$ cat src/rtl/bhand_fifo.sv
// Ring-buffer FIFO with registered vld/rdy flags on both sides and an almost-full flag.
// Define BHAND_FIFO_COUNT_EN to expose the internal occupancy on the count port.
module bhand_fifo #(
  parameter int DATA_WIDTH   = 8,
  parameter int DEPTH_LOG2   = 2,
  parameter int AFULL_THRESH = 3
) (
  input  logic                  clk,
  input  logic                  rst,
  input  logic [DATA_WIDTH-1:0] idata,
  input  logic                  idata_vld,
  output logic                  idata_rdy,
  output logic [DATA_WIDTH-1:0] odata,
  output logic                  odata_vld,
  input  logic                  odata_rdy,
`ifdef BHAND_FIFO_COUNT_EN
  output logic                  almost_full,
  output logic [DEPTH_LOG2:0]   count
`else
  output logic                  almost_full
`endif
);

  localparam int DEPTH = 1 << DEPTH_LOG2;
  localparam int CW    = DEPTH_LOG2 + 1;

  localparam logic [DEPTH_LOG2-1:0] PTR_ONE   = DEPTH_LOG2'(1);
  localparam logic [CW-1:0]         CNT_ONE   = CW'(1);
  localparam logic [CW-1:0]         CNT_FULL  = CW'(DEPTH);
  localparam logic [CW-1:0]         CNT_AFULL = CW'(AFULL_THRESH);

  logic [DATA_WIDTH-1:0] mem [DEPTH];
  logic [DEPTH_LOG2-1:0] wr_ptr;
  logic [DEPTH_LOG2-1:0] rd_ptr;
  logic [CW-1:0]         occ;
  logic [CW-1:0]         occ_next;
  logic                  push;
  logic                  pop;

  assign push = idata_vld & idata_rdy;
  assign pop  = odata_vld & odata_rdy;

  always_comb begin
    occ_next = occ;
    case ({push, pop})
      2'b10:   occ_next = occ + CNT_ONE;
      2'b01:   occ_next = occ - CNT_ONE;
      default: occ_next = occ;
    endcase
  end

  // Flags are registered from occ_next so neither side sees a combinational path from the other.
  always_ff @(posedge clk) begin
    if (rst) begin
      wr_ptr      <= '0;
      rd_ptr      <= '0;
      occ         <= '0;
      idata_rdy   <= 1'b0;
      odata_vld   <= 1'b0;
      almost_full <= 1'b0;
    end else begin
      if (push) wr_ptr <= wr_ptr + PTR_ONE;
      if (pop)  rd_ptr <= rd_ptr + PTR_ONE;
      occ         <= occ_next;
      idata_rdy   <= (occ_next != CNT_FULL);
      odata_vld   <= (occ_next != '0);
      almost_full <= (occ_next >= CNT_AFULL);
    end
  end

  // Storage is deliberately left out of reset; the pointers alone define what is valid.
  always_ff @(posedge clk) begin
    if (push && !rst) mem[wr_ptr] <= idata;
  end

  assign odata = mem[rd_ptr];

`ifdef BHAND_FIFO_COUNT_EN
  assign count = occ;
`endif

endmodule

$ cat config.mk
export PLATFORM = sky130hd
export DESIGN_NAME = bhand_fifo
export DESIGN_NICKNAME = d
export VERILOG_FILES = /design/src/rtl/bhand_fifo.sv
export SDC_FILE = /design/constraint.sdc
export NUM_CORES = 1
export LEC_CHECK = 0
export ABC_CLOCK_PERIOD_IN_PS = 2000
export CAP_MARGIN = 20
export CELL_PAD_IN_SITES_DETAIL_PLACEMENT = 1
export CELL_PAD_IN_SITES_GLOBAL_PLACEMENT = 2
export CORE_MARGIN = 3
export CORE_UTILIZATION = 39
export CTS_CLUSTER_DIAMETER = 80
export DETAILED_ROUTE_END_ITERATION = 7
export PLACE_DENSITY = 0.79
export SYNTH_ARGS = -nofsm -noshare
export SYNTH_HDL_FRONTEND = slang
export SYNTH_SLANG_ARGS = --single-unit
$ cat constraint.sdc
create_clock -name clk -period 2 [get_ports clk]
set_input_delay 0.3 -clock clk [delete_from_list [all_inputs] [get_ports clk]]
set_output_delay 0.3 -clock clk [all_outputs]
set_load 0.1 [all_outputs]
==> results_dict.tcl <==
set metrics [dict create \
    coreArea_sq_um 4144 \
    worst_slew_pin_slew_ns 0.4583 \
    fill_cells 389 \
    tritoncts "built" \
    reg2regPathDepth 6 \
    clk_pin_slew_ns 0.08 \
    async_flop_share_pct 0 \
    synth_area_leader_cell "edfxtp_1" \
    setup_viol 0 \
    drive_gt1_share_pct 34.72 \
    synth_compound_area_share_pct 2.151 \
    grt_pass1_vias 1115 \
    io_pins 23 \
    wl_per_cell_um 18.47 \
    p_leak_nw 0.8386 \
    rr_startpoint "odata_vld" \
    arrival_ns 2.12 \
    cts_max_path_buffers 2 \
    root_buffer "clkbuf_8" \
    synth_mux_area_share_pct 11.47 \
    first_pass_iters 4 \
    yosys-top-cells-count "edfxtp_1 (32), dfxtp_1 (12), mux4_2 (8)" \
    skew_ns 0.004529 \
    finalHoldViolCount 0 \
    irDropWorstVdd_v 0.0005542 \
    maxSlewHeadroom_pct 69.41 \
    cts_hold_buf 0 \
    synth_fa_ha_area_share_pct 4.731 \
    critPathTopFamily "adder cells" \
    grt_usage_pct 15.65 \
    reg2reg_slack_ns 0.12 \
    n_antenna_cell 0 \
    initial_utilization_pct 42.12 \
    hold_end "wr_ptr[1]" \
    synth.distinct_cells 27 \
    avgSynthCellArea_sq_um 16.95 \
    h-tree-depth 2 \
    status "completed" \
    r2r_end "idata_rdy" \
    die_area_sq_um 5314 \
    whs_path_depth 2 \
    wirelength_mm 3.584 \
    power_density_nw_per_um2 1138 \
    slowest_delay_ns 0.47 \
    synth_warnings 0 \
    die_h_um 72.90 \
    ys_ff_latch 44 \
    synth_top_family_by_area "multiplexers" \
    cp_num_buf_inv 1 \
    drc_errors 0 \
    post-dp-hpwl_mm 2.608 \
    hold_path.class "register to register" \
    antenna_found_initial 0 \
    syn_area_sq_um 1745 \
    fin_crit_sh_pct 97.69 \
    grt_max_degree 14 \
    crit_type "input port to register" \
    fmax_mhz 511.8 \
    yosysTopAreaCellShare_pct 55.05 \
    layout_min_cycle_time_ns 1.954 \
    netlist_top_cells_area "edfxtp_1 (55%), dfxtp_1 (14%), mux4_2 (10%)" \
    cts.sinks 44 \
    synth-xor-area-share_pct 3.441 \
    final.setup.tns_ns 0 \
    layout.nets 161 \
    grt.overflow.total 0 \
    synthSimpleGateAreaFrac_pct 7.742 \
    gp_congestion 0.8743 \
    path_cells "clkdlybuf4s50_1 > and2_1 > ha_2 > fa_2 > nand2b_2 > nor3b_4 > o32ai_1" \
    vias 974 \
    grt_pass1_wl_mm 5.892 \
    netlist_instances 103 \
    drv_slew 0 \
    cp.required_ns 2.16 \
    startpoint_type "input port" \
    critical_path.max_fanout 2 \
    yosysMostFrequentCell "edfxtp_1" \
    die_x_um 72.90 \
    cts_buffers 5 \
    clock_latency_ns 0.29 \
    power_mw 2.641 \
    port_buffers 22 \
    holdWs_ns 0.5116 \
    syn_to_final_growth_pct 32.98 \
    synthFlopType "edfxtp_1" \
    post_drt_via_cell_ratio 5.021 \
    crit_slowest_cell "clkdlybuf4s50_1" \
    ys_seq_area_share_pct 68.82 \
    cp-end-kind "register" \
    drtIter0Drc 79 \
    cap_violations 0 \
    rows 23 \
    synth_nets 121 \
    synth-edff-count 32 \
    min-delay-start "wr_ptr[1]" \
    drtAntennaViolNets 0 \
]
## cell families after synthesis
logic type	count (synthesis)
buffers and inverters	7
AOI/OAI and AO/OA	5
DFF	44
and+or+nand+nor	25
xor gates and xnor gates	6
muxes	10
adders and majority gates	6
## how the worst max path moves through the flow
stage | from | endpoint | slack, ns | cells past startpoint
2_1_floorplan | idata_rdy | almost_full | 0.001 | 6
3_3_place_gp | idata_vld | almost_full | -0.19 | 7
3_5_place_dp | odata_rdy | idata_rdy | -0.24 | 7
4_1_cts | odata_rdy | idata_rdy | 0.05 | 7
5_1_grt | idata_vld | idata_rdy | -0.03 | 7
6_report | odata_rdy | idata_rdy | 0.05 | 7
## repair_timing
| item | 4_1_cts | 5_1_grt |
|---|---|---|
| gates resized for setup | 0 | 5 |
| buffers inserted | 0 | 1 |
| setup endpoints to repair | 0 | 2 |
## area by class of cell
class / count / area, sq um / share of cell area, %
inverters: 3 / 11.26 / 0.4852
clock inverters: 2 / 11.26 / 0.4852
flip-flops and latches: 44 / 1209 / 52.08
clock buffers: 6 / 72.57 / 3.127
multi-input cells: 52 / 536.8 / 23.13
well taps: 50 / 62.56 / 2.695
repair buffers: 37 / 417.9 / 18.01
## report_power, final
part           internal [mW]  total (mW)  leakage [nW]  switching [mW]
Combinational          0.393       0.997         0.411           0.604
Sequential              1.05        1.11         0.388          0.0604
Clock                  0.242       0.536        0.0388           0.294
Total                   1.68        2.64         0.839           0.958
## registers in the layout, summed over array words and instances (netlist names), named ones only
signal / cells
odata_vld: 1
occ: 3
idata_rdy: 1
rd_ptr: 2
mem: 32
almost_full: 1
wr_ptr: 2
## per-layer routing
metal  global-route usage [%]  part of all wire, %
met1                    18.42                   42
met2                    26.35                   53
met3                    5.234                  3.9
met4                    6.148                  1.4
met5                        0                    0
## cell usage in the layout, fill, tap and decap left out, drive strengths merged, types with 5 or more instances in the layout
cell type / Yosys / final
and2: 5 / 5
ha: 5 / 5
mux4: 8 / 8
clkbuf: 1 / 6
nor2: 7 / 7
dfxtp: 12 / 12
buf: 3 / 26
clkdlybuf4s50: 0 / 11
edfxtp: 32 / 32
## through the flow
stage / std cells / area, sq um / setup WS [ns] / util (%)
finish: 194 / 2321 / 0.04614 / 56.01
detailed placement: 185 / 2211 / -0.2351 / 53.35
global route: 194 / 2321 / -0.02547 / 56.01
CTS: 193 / 2295 / 0.04641 / 55.37
floorplan: 103 / 1755 / 0.001275 / -
global placement: 185 / 2211 / -0.1850 / 53.35
## worst reg2reg max path: cells and delay by family, from the launching register on
| family | cells | cell delay [ns] |
|---|---|---|
| adders and majority gates | 2 | 0.72 |
| and+or+nand+nor | 3 | 0.39 |
| DFF | 1 | 0.35 |
| AOI/OAI and AO/OA | 1 | 0.30 |
Note: power is estimated with default switching activity, not from simulation.
